--- config.mk ---
export PLATFORM = sky130hd
export DESIGN_NAME = fifo_load_scheduler
export DESIGN_NICKNAME = d
export VERILOG_FILES = /design/src/rtl/fifo_load_scheduler_pkg.sv /design/src/rtl/fifo_load_scheduler.sv
export SDC_FILE = /design/constraint.sdc
export NUM_CORES = 1
export LEC_CHECK = 0
export BUFFER_PORTS_ARGS = -buffer_cell sky130_fd_sc_hd__buf_2
export CORE_ASPECT_RATIO = 0.9
export CORE_MARGIN = 3
export CORE_UTILIZATION = 60
export DETAILED_ROUTE_END_ITERATION = 12
export PLACE_DENSITY_LB_ADDON = 0.12
export SYNTH_ARGS = -nofsm -noshare
export SYNTH_HDL_FRONTEND = slang
export SYNTH_SLANG_ARGS = --single-unit
--- constraint.sdc ---
create_clock -name clk -period 3.24 [get_ports clk]
set_clock_uncertainty 0.2 [all_clocks]
set_input_delay 0.324 -clock clk [delete_from_list [all_inputs] [get_ports clk]]
set_output_delay 0.324 -clock clk [all_outputs]
set_load 0.02 [all_outputs]
--- src/rtl/fifo_load_scheduler_pkg.sv ---
// fifo_load_scheduler_pkg: shared state/owner encodings and default sizing for the load scheduler
package fifo_load_scheduler_pkg;
  typedef enum logic [2:0] {
    S_IDLE       = 3'd0,
    S_ISSUE      = 3'd1,
    S_WAIT_START = 3'd2,
    S_RUN        = 3'd3,
    S_ACK        = 3'd4,
    S_ERROR      = 3'd5
  } state_t;
  localparam logic OWN_WT = 1'b0;
  localparam logic OWN_IN = 1'b1;
  localparam int DEF_FIFO_WIDTH = 16;
  localparam int DEF_TIMEOUT_SLACK = 8;
endpackage

--- src/rtl/fifo_load_scheduler.sv ---
// fifo_load_scheduler: arbitrates weight loads and input feeds onto one FIFO-load engine with a hang watchdog
module fifo_load_scheduler
  import fifo_load_scheduler_pkg::*;
#(
  parameter int FIFO_WIDTH = DEF_FIFO_WIDTH,
  parameter int TIMEOUT_SLACK = DEF_TIMEOUT_SLACK
) (
  input  logic       clk,
  input  logic       reset,
  input  logic       wt_req,
  input  logic       in_req,
  input  logic       err_clr,
  input  logic       ctl_done,
  output logic       ctl_active,
  output logic       ctl_stagger,
  output logic       wt_ack,
  output logic       in_ack,
  output logic       busy,
  output logic       weights_valid,
  output logic [7:0] feed_count,
  output logic       error
);
  localparam int WD_LIMIT = 2 * FIFO_WIDTH + TIMEOUT_SLACK;
  localparam int WD_W = $clog2(WD_LIMIT) + 1;
  localparam logic [WD_W-1:0] WD_MAX = WD_W'(WD_LIMIT);
  state_t state_q, state_d;
  logic owner_q, owner_d, last_q, last_d;
  logic [WD_W-1:0] wd_q, wd_d;
  logic ctl_active_q, ctl_active_d, ctl_stagger_q, ctl_stagger_d;
  logic wt_ack_q, wt_ack_d, in_ack_q, in_ack_d, busy_q, busy_d;
  logic weights_valid_q, weights_valid_d, error_q, error_d;
  logic [7:0] feed_count_q, feed_count_d;
  logic in_ok, grant, grant_own;
  assign in_ok = in_req && weights_valid_q;
  assign grant = ctl_done && (wt_req || in_ok);
  assign grant_own = (wt_req && in_ok) ? ~last_q : (in_ok ? OWN_IN : OWN_WT);
  always_comb begin
    state_d = state_q;
    owner_d = owner_q;
    last_d = last_q;
    wd_d = wd_q;
    ctl_active_d = 1'b0;
    ctl_stagger_d = 1'b0;
    wt_ack_d = 1'b0;
    in_ack_d = 1'b0;
    weights_valid_d = weights_valid_q;
    feed_count_d = feed_count_q;
    error_d = error_q;
    case (state_q)
      S_IDLE: if (grant) begin
        state_d = S_ISSUE;
        owner_d = grant_own;
        last_d = grant_own;
        ctl_active_d = 1'b1;
        ctl_stagger_d = grant_own == OWN_IN;
        if (grant_own == OWN_WT) begin
          weights_valid_d = 1'b0;
          feed_count_d = 8'd0;
        end
      end
      S_ISSUE: begin
        state_d = S_WAIT_START;
        wd_d = '0;
      end
      S_WAIT_START, S_RUN: begin
        wd_d = wd_q + WD_W'(1);
        if (state_q == S_RUN && ctl_done) begin
          state_d = S_ACK;
          wt_ack_d = owner_q == OWN_WT;
          in_ack_d = owner_q == OWN_IN;
        end else if (wd_d == WD_MAX) begin
          state_d = S_ERROR;
          error_d = 1'b1;
          weights_valid_d = 1'b0;
        end else if (state_q == S_WAIT_START && !ctl_done) begin
          state_d = S_RUN;
        end
      end
      S_ACK: begin
        state_d = S_IDLE;
        weights_valid_d = (owner_q == OWN_WT) ? 1'b1 : weights_valid_q;
        feed_count_d = (owner_q == OWN_IN && feed_count_q != 8'hFF) ? feed_count_q + 8'd1 : feed_count_q;
      end
      S_ERROR: if (err_clr) begin
        state_d = S_IDLE;
        error_d = 1'b0;
      end
      default: state_d = S_IDLE;
    endcase
    busy_d = state_d != S_IDLE;
  end
  always_ff @(posedge clk or negedge reset)
    if (!reset) begin
      state_q <= S_IDLE;
      owner_q <= OWN_WT;
      last_q <= OWN_IN;
      wd_q <= '0;
      ctl_active_q <= 1'b0;
      ctl_stagger_q <= 1'b0;
      wt_ack_q <= 1'b0;
      in_ack_q <= 1'b0;
      busy_q <= 1'b0;
      weights_valid_q <= 1'b0;
      feed_count_q <= 8'd0;
      error_q <= 1'b0;
    end else begin
      state_q <= state_d;
      owner_q <= owner_d;
      last_q <= last_d;
      wd_q <= wd_d;
      ctl_active_q <= ctl_active_d;
      ctl_stagger_q <= ctl_stagger_d;
      wt_ack_q <= wt_ack_d;
      in_ack_q <= in_ack_d;
      busy_q <= busy_d;
      weights_valid_q <= weights_valid_d;
      feed_count_q <= feed_count_d;
      error_q <= error_d;
    end
  assign ctl_active = ctl_active_q;
  assign ctl_stagger = ctl_stagger_q;
  assign wt_ack = wt_ack_q;
  assign in_ack = in_ack_q;
  assign busy = busy_q;
  assign weights_valid = weights_valid_q;
  assign feed_count = feed_count_q;
  assign error = error_q;
endmodule

==> metrics.md, run 1 <==
| Metric | Value |
|---|---|
| Syn Area/Cell | `9.63 um^2` |
| Crit-path slowest cell | `dfrtp_1` |
| First-pass GRT wire length | `5.06 mm` |
| Antenna violations before repair | `0` |
| Ant diodes | `0` |
| Clk sink count | `27` |
| Max Transition Viols Final | `0` |
| Vias | `1190` |
| Post-synth top area share | `0.460` |
| Post-Place Cells | `~190` |
| Initial drt markers | `37` |
| Yosys warns | `0` |
| Critical Path AT | `2220 ps` |
| CP Data Required Time | `roughly 3200 ps` |
| Fin nets | `176` |
| Vias in the first global route | `roughly 1100` |
| Fin worst setup slack | `1020 ps` |
| TritonCTS Buffers | `3` |
| Setup slack, reg-to-reg | `1020 ps` |
| CP max stage delay | `between 600 and 700 ps` |
| Initial core utilization | `0.643` |
| Synth top cells by count | `dfrtp_1, nand2_1, a21oi_1, o21ai_0` |
| Die area | `0.00298 mm^2` |
| Final wirelength | `3.00 mm` |
| Final std cells w/o fill | `~190` |
| Die Height | `around 52 um` |
| CP startpoint | `state_q[2]$_DFF_PN0_` |
| Startpoint types | `register` |
| Crit. End Element | `register` |
| Outcome | `finished, final reports clean` |
| Yosys cell types | `46` |
| Multi-input gate area | `683 um^2` |
| IO Port Bufs | `20` |
| Peak supply drop | `0.000553 V` |
| Dpl cell area | `~0.0015 mm^2` |
| Worst Tran Pin Value | `588 ps` |
| LEAKAGE | `between 0.0007 and 0.0008 uW` |
| Max clock buf depth | `2` |
| Core Area | `0.00220 mm^2` |
| Largest net degree at the start of global routing | `28` |
| Setup violations, final | `0` |
| Clock Latency Late Sink | `320 ps` |
| Crit path to | `feed_count[2]$_DFFE_PN0P_` |
| Clk slew on worst S/H paths | `140 ps` |
| Syn nets | `155` |
| Final period util | `0.684` |
| Setup CP Type | `reg2reg` |
| Fmax | `between 400 and 500 MHz` |
| Drt wl/cell | `15.5 um` |
| Pwr/cell area | `772 mW/mm^2` |
| RSZ-0062 raised after global routing | `no` |
| Final ANT Viol Nets | `0` |
| First-pass iteration count of the detailed router | `4` |
| Count leader, synth | `dfrtp_1` |
| Final-report hold violation count | `0` |
| Root Driver | `clkbuf_4` |
| EDFF count, synth | `0` |
| Htree depth | `1` |
| Layout area overhead | `10.1%` |
| Slew headroom | `0.608` |
| Register area share after synthesis | `0.478` |
| Synth Cell Area | `0.00142 mm^2` |
| Placement Rows | `16` |
| Layout fillers | `181` |
| DP Worst Slack | `1130 ps` |
| Ys async rst share | `1.00` |
| Max cap viols | `0` |
| Reg-to-reg startpoint | `state_q[2]$_DFF_PN0_` |
| Die X | `57.2 um` |
| Post-layout min period | `between 2000 and 2500 ps` |
| Crit path max fanout | `16` |
| I/O pin cnt | `21` |
| Post-CTS setup buffers | `0` |
| Worst Hold Class | `in2reg` |
| Total power | `roughly 1200 uW` |
| Post-synth top area cell | `dfrtp_1` |
| Share of layout cells above drive strength 1 | `0.192` |
| R2R depth | `4` |
| Vias per inst | `6.13` |
| Design area | `0.00156 mm^2` |
| Top_reg_cell synth | `dfrtp_1` |
| Post-synthesis cell count | `roughly 150` |
| TritonCTS clock tree | `built` |
| Worst path cell trace | `nor3b_2, o311a_4, or2_1, a31oi_1` |
| GRT Total Usage | `0.218` |
| Worst r2r dst | `feed_count[2]$_DFFE_PN0P_` |
| DRC violations left | `0` |
| GPL Wtd Cong | `0.865` |
| Yosys reg bits | `27` |
| Largest cells by area after synthesis | `dfrtp_1, nand2_1, a21oi_1, o21ai_0, nand3_1` |
| FF/Latch Area | `677 um^2` |
| Detailed Place HPWL | `2.15 mm` |
| Fin Setup TNS | `0 ps` |
| GRT overflow | `0` |
==> per-stage QoR <==
step	util	hold slack, ps
final	0.707	124
after floorplan	-	-172
after CTS	0.707	117
after global routing	0.707	123
after global placement	0.690	147
after detailed placement	0.690	165
==> how the worst min path moves through the flow <==
stage,start,to,slack (ps),cells after the start
after global placement,reset,wd_q[5]$_DFFE_PN0P_,150,1
after CTS,ctl_done,in_ack$_DFF_PN0_,120,3
after detailed placement,reset,in_ack$_DFF_PN0_,160,1
final,ctl_done,in_ack$_DFF_PN0_,120,3
after global routing,ctl_done,in_ack$_DFF_PN0_,120,3
after floorplan,reset,busy$_DFF_PN0_,-170,0
==> report_power, final <==
group | total, uW | internal, uW | leakage, uW | switching (uW)
Sequential | 603 | 443 | 0.000354 | 160
Clock | 142 | 46.3 | 0.0000177 | 95.9
Combinational | 458 | 188 | 0.000375 | 270
Total | 1200 | 678 | 0.000747 | 526
==> cell type report <==
class                   instances  share of cell area
clock buffers                   3              0.0145
clock inverters                 1             0.00321
inverters                       7              0.0169
multi-input cells             108               0.439
flip-flops and latches         27               0.435
well taps                      27              0.0217
repair buffers                 21              0.0707
==> critical path: cells and delay by family (launching register included) <==
kind             cells  cell delay [ps]
flip-flops           1              630
AO/OA/AOI/OAI        2              470
AND/OR/NAND/NOR      2              800
==> flip-flops by register name, summed over array words and instances (netlist names) <==
name           flops
busy               1
ctl_active         1
ctl_stagger        1
error              1
feed_count         8
in_ack             1
last_q             1
owner_q            1
state_q            3
wd_q               7
weights_valid      1
wt_ack             1
==> logic make-up after synthesis <==
family | share of synthesized area
AOI/OAI and AO/OA | 0.228
buffers and inverters | 0.0389
and+or+nand+nor | 0.215
adders and majority gates | 0.0177
DFF | 0.478
muxes | 0.0221
==> layer usage <==
| layer | vias up | share of wire | GRT usage |
|---|---|---|---|
| met5 | - | 0 | 0 |
| met4 | 0 | 0.0083 | 0.0463 |
| met3 | 6 | 0.073 | 0.0571 |
| met2 | 51 | 0.44 | 0.337 |
| met1 | 551 | 0.48 | 0.311 |
| li1 | 582 | - | - |
==> cells in the final DEF, fill, tap and decap left out, drive strengths merged, types with 2 or more instances in the layout <==
master,count
mux2i,2
nand2b,4
ha,2
a21o,3
nand2,17
a22o,2
nor4b,2
a2bb2oi,2
o21ai,15
inv,7
or2,2
nor3,7
and3,2
nor2,5
nor4,2
a21oi,10
buf,20
dfrtp,26
a31oi,3
clkbuf,3
nand3,8
or4,2
==> what timing repair did <==
action	4_1_cts	5_1_grt
gates resized for setup	0	0
hold buffers	1	0
endpoints found under the hold margin	26	0
(Power assumes the default switching activity.)
==> inputs of run 2 (changes only) <==
- CORE_UTILIZATION: 60 -> 55
- clock period: 3.24 -> 2.1 ns (I/O delays scaled with it)
==> metrics.md, run 2 (synthesis gave the netlist of run 1 again) <==
| Metric | Value |
|---|---|
| Worst path cell trace | `ha_1, nand3_2, o311a_4, or2_4, a31oi_1` |
| Critical Path AT | `2020 ps` |
| Clk sink count | `27` |
| Root Driver | `clkbuf_4` |
| Buf/Inv on CP | `0` |
| Max reg flops | `8` |
| Final wirelength | `2.90 mm` |
| First-pass GRT wire length | `4.86 mm` |
| Worst Hold Class | `in2reg` |
| DRC violations left | `0` |
| Detailed Place HPWL | `around 2.1 mm` |
| Net Sw Frac | `0.428` |
| Post-layout min period | `1960 ps` |
| Max cap viols | `0` |
| Outcome | `finished, final reports clean` |
| Initial core utilization | `0.615` |
| Sequential fraction of design power | `0.468` |
| CP delay by family, top | `compound AO/OA/AOI/OAI gates` |
| Startpoint types | `register` |
| Die X | `59.5 um` |
| Layout fillers | `184` |
| Final std cells w/o fill | `199` |
| Worst Tran Pin Value | `577 ps` |
| Clock Latency Late Sink | `between 300 and 400 ps` |
| DP Worst Slack | `123 ps` |
| Most common cell after layout, fill and taps aside | `dfrtp_1` |
| Placement Rows | `16` |
| Sw power | `between 800 and 900 uW` |
| Max clock buf depth | `2` |
| Pwr/cell area | `approximately 1200 mW/mm^2` |
| Ant diodes | `0` |
| Share of layout cells above drive strength 1 | `0.209` |
| Final ANT Viol Nets | `0` |
| Peak supply drop | `0.000907 V` |
| Fin Setup TNS | `0 ps` |
| Post-Place Cells | `between 150 and 200` |
| CP max stage delay | `between 400 and 500 ps` |
| Clock network fraction of total power | `0.118` |
| Die area | `0.00322 mm^2` |
| Crit. End Element | `register` |
| Most frequent cells in the layout | `dfrtp_1, buf_2, nand2_1` |
| Final period util | `0.936` |
| Crit-path slowest cell | `o311a_4` |
| Fin worst setup slack | `between 100 and 150 ps` |
| Fin nets | `181` |
| GRT overflow | `0` |
| Vias per inst | `6.09` |
| TritonCTS clock tree | `built` |
| First-pass iteration count of the detailed router | `4` |
| Initial drt markers | `64` |
| Die Height | `54.1 um` |
| Setup violations, final | `0` |
| Clk slew on worst S/H paths | `~140 ps` |
| GPL Wtd Cong | `roughly 0.9` |
| Setup CP Type | `reg2reg` |
| Combinational power share | `0.414` |
| CP Data Required Time | `2150 ps` |
| Fmax | `509 MHz` |
| Max Transition Viols Final | `0` |
| TritonCTS Buffers | `3` |
| Layout area overhead | `13.0%` |
| RSZ-0062 raised after global routing | `no` |
| I/O pin cnt | `21` |
| LEAKAGE | `0.000769 uW` |
| Final-report hold violation count | `0` |
| Drt wl/cell | `about 15 um` |
| Vias | `1211` |
| Vias in the first global route | `1068` |
| Core Area | `0.00230 mm^2` |
| IO Port Bufs | `20` |
| GRT Total Usage | `0.200` |
| Internal power | `approximately 1100 uW` |
| Htree depth | `1` |
| Crit path max fanout | `6` |
| Slew headroom | `0.616` |
| Antenna violations before repair | `0` |
| Largest net degree at the start of global routing | `28` |
==> run 2: cell count changes in the layout (fill, tap and decap cells not counted), sizes merged <==
cell,before,now
buf,20,24
clkbuf,3,4
dlygate4sd3,1,2
clkinv,1,0
==> run 2: final cells by class <==
cell class	count	area, um^2	share of cell area
Sequential cell	27	677	0.423
Multi-Input combinational cell	108	686	0.429
Timing Repair Buffer	26	150	0.0939
Tap cell	27	33.8	0.0211
Inverter	7	26.3	0.0164
Clock buffer	4	26.3	0.0164
==> run 2: power by group through the flow <==
| stage | registers (uW) | logic (uW) | clock network (uW) |
|---|---|---|---|
| 2_1_floorplan | 936 | 486 | 0 |
| 3_3_place_gp | 884 | 748 | 0 |
| 3_5_place_dp | 897 | 757 | 0 |
| 4_1_cts | 887 | 764 | 228 |
| 5_1_grt | 914 | 871 | 245 |
| 6_report | 887 | 785 | 225 |
==> run 2: what timing repair did <==
action,4_1_cts,5_1_grt
hold endpoints to repair,28,0
resized for setup,0,1
endpoints found under the setup margin,0,2
setup buffers,0,1
hold buffers,2,0
==> run 2: final timing paths <==
path / start / cells after the start / slack (ps) / to
worst min-delay path: wt_req / 3 / 40 / ctl_active$_DFF_PN0_
min in group asynchronous: reset / 2 / 200 / wd_q[1]$_DFFE_PN0P_
worst max-delay path: feed_count[1]$_DFFE_PN0P_ / 5 / 140 / feed_count[2]$_DFFE_PN0P_
worst min register to register: error$_DFFE_PN0P_ / 2 / 350 / error$_DFFE_PN0P_
max in group asynchronous: reset / 2 / 1120 / feed_count[3]$_DFFE_PN0P_
worst max register to register: feed_count[1]$_DFFE_PN0P_ / 5 / 140 / feed_count[2]$_DFFE_PN0P_
==> run 2: per-stage QoR <==
step,hold slack (ps),util,instance area [um^2],power [uW]
after floorplan,-286,-,1420,1420
after detailed placement,49.9,0.670,1540,1650
after CTS,35.2,0.690,1590,1880
after global placement,41.2,0.670,1540,1630
final,41.2,0.695,1600,1900
after global routing,55.4,0.695,1600,2030
==> run 2: tightest hold or removal path, stage by stage <==
cell and delay [ps]:
buf_2 110, o21ai_1 150, inv_1 80
==> run 2: routing by layer <==
layer / share of wire / global-route usage / wire length [um] / up-vias
met5: 0 / 0 / 0 / -
met4: 0.0079 / 0.0566 / 23 / 0
met3: 0.060 / 0.0432 / 175 / 5
met2: 0.43 / 0.300 / 1240 / 40
met1: 0.51 / 0.290 / 1470 / 565
li1: - / - / - / 601
==> inputs of run 3 (changes only) <==
- CORE_ASPECT_RATIO: 0.9 -> 0.8
==> metrics.md, run 3 (synthesis gave the netlist of run 1 again) <==
| Metric | Value |
|---|---|
| Combinational power share | `0.417` |
| Fin nets | `around 180` |
| Core Area | `0.00229 mm^2` |
| Reg-to-reg startpoint | `state_q[0]$_DFF_PN0_` |
| Layout fillers | `roughly 200` |
| Max clock buf depth | `2` |
| Antenna violations before repair | `0` |
| TritonCTS clock tree | `built` |
| LEAKAGE | `0.000777 uW` |
| Critical Path AT | `1970 ps` |
| CP startpoint | `state_q[0]$_DFF_PN0_` |
| Setup CP Type | `reg2reg` |
| Fmax | `508 MHz` |
| GRT overflow | `0` |
| CP Data Required Time | `2100 ps` |
| Most common cell after layout, fill and taps aside | `dfrtp_1` |
| Initial core utilization | `0.618` |
| Htree depth | `1` |
| Dpl cell area | `0.00155 mm^2` |
| Design area | `0.00161 mm^2` |
| Multi-input gate area | `around 700 um^2` |
| Max reg flops | `8` |
| First-pass iteration count of the detailed router | `4` |
| Outcome | `finished, final reports clean` |
| Net Sw Frac | `0.430` |
| Initial drt markers | `41` |
| FF/Latch Area | `between 600 and 700 um^2` |
| Internal power | `1090 uW` |
| Die Height | `roughly 50 um` |
| Vias | `1202` |
| Final ANT Viol Nets | `0` |
| Pwr/cell area | `1190 mW/mm^2` |
| Max cap viols | `0` |
| Largest net degree at the start of global routing | `28` |
| Final std cells w/o fill | `207` |
| Crit path max fanout | `10` |
| Worst Hold Class | `in2reg` |
| Clk slew on worst S/H paths | `150 ps` |
| Ant diodes | `0` |
| Post-layout min period | `1970 ps` |
| GRT Total Usage | `0.206` |
| Share of layout cells above drive strength 1 | `0.214` |
| Final Util | `0.705` |
| I/O pin cnt | `21` |
| Die X | `roughly 63 um` |
| Worst Hold Launch | `err_clr` |
| GPL Wtd Cong | `roughly 0.88` |
| First-pass GRT wire length | `5.15 mm` |
| DRC violations left | `0` |
| Fin Setup TNS | `0 ps` |
| Final period util | `0.938` |
| Drt wl/cell | `14.2 um` |
| Placement Rows | `15` |
| Sequential fraction of design power | `0.466` |
| TritonCTS Buffers | `3` |
| Vias per inst | `between 5 and 6` |
| Die area | `0.00322 mm^2` |
| Setup violations, final | `0` |
| Hold Crit Depth | `4` |
| Peak supply drop | `0.000747 V` |
| Post-Place Cells | `199` |
| Crit. End Element | `register` |
| IO Port Bufs | `20` |
| Layout area overhead | `14.1%` |
| Startpoint types | `register` |
| Clock network fraction of total power | `0.118` |
| Final wirelength | `2.95 mm` |
| Worst Tran Pin Value | `588 ps` |
| Vias in the first global route | `between 1000 and 1500` |
| Max Transition Viols Final | `0` |
| R2R depth | `4` |
| Root Driver | `clkbuf_4` |
| Final-report hold violation count | `0` |
| Sw power | `824 uW` |
| RSZ-0062 raised after global routing | `no` |
| Detailed Place HPWL | `~2.1 mm` |
| Most frequent cells in the layout | `dfrtp_1, buf_2, nand2_1` |
| Clk sink count | `27` |
| Total power | `1910 uW` |
| Slew headroom | `0.608` |
| Clock Latency Late Sink | `330 ps` |
==> run 3: cell count changes in the layout (fill, tap and decap cells not counted), sizes merged <==
cell	change
buf	+1
clkbuf	-1
clkinv	+1
==> run 3: stage by stage <==
| step | setup WS (ps) | hold slack, ps |
|---|---|---|
| final | 130 | 39.5 |
| after global routing | 3.53 | 38.8 |
| after CTS | 93.7 | 39.6 |
| after detailed placement | 102 | 44.3 |
| after global placement | 195 | 32.9 |
| after floorplan | 79.6 | -286 |
==> run 3: power by group through the flow <==
stage | Sequential, uW | Clock, uW | Combinational (uW)
2_1_floorplan | 936 | 0 | 486
3_3_place_gp | 889 | 0 | 748
3_5_place_dp | 904 | 0 | 758
4_1_cts | 893 | 231 | 763
5_1_grt | 924 | 259 | 894
6_report | 891 | 225 | 798
==> run 3: area by class of cell <==
| cell class | count | share of cell area |
|---|---|---|
| Tap cell | 34 | 0.0264 |
| Clock buffer | 3 | 0.0140 |
| Timing Repair Buffer | 27 | 0.0977 |
| Sequential cell | 27 | 0.419 |
| Multi-Input combinational cell | 108 | 0.423 |
| Clock inverter | 1 | 0.00310 |
| Inverter | 7 | 0.0163 |
==> run 3: final timing paths <==
kind,end,slack (ps)
setup / recovery,feed_count[0]$_DFFE_PN0P_,130
hold / removal,state_q[0]$_DFF_PN0_,40
setup reg to reg,feed_count[0]$_DFFE_PN0P_,130
hold reg to reg,last_q$_DFFE_PN1P_,350
max in group asynchronous,feed_count[1]$_DFFE_PN0P_,1100
min in group asynchronous,wd_q[0]$_DFFE_PN0P_,200
==> run 3: per-layer routing <==
metal	global-route usage	vias to the layer above	share of wire
li1	-	597	-
met1	0.317	566	0.52
met2	0.287	35	0.41
met3	0.0505	4	0.054
met4	0.0549	0	0.0085
met5	0	-	0
==> run 3: worst max-delay path: stages (launching register included) <==
cell and delay (ps):
dfrtp_1 520, nor4b_1 490, o211a_1 270, or2_1 250
mux2i_1 110
==> run 3: what timing repair did <==
action                                  4_1_cts  5_1_grt
hold buffers                                  2        0
hold endpoints to repair                     28        0
gates resized for setup                       0        0
endpoints found under the setup margin        0        3
setup buffers                                 0        2
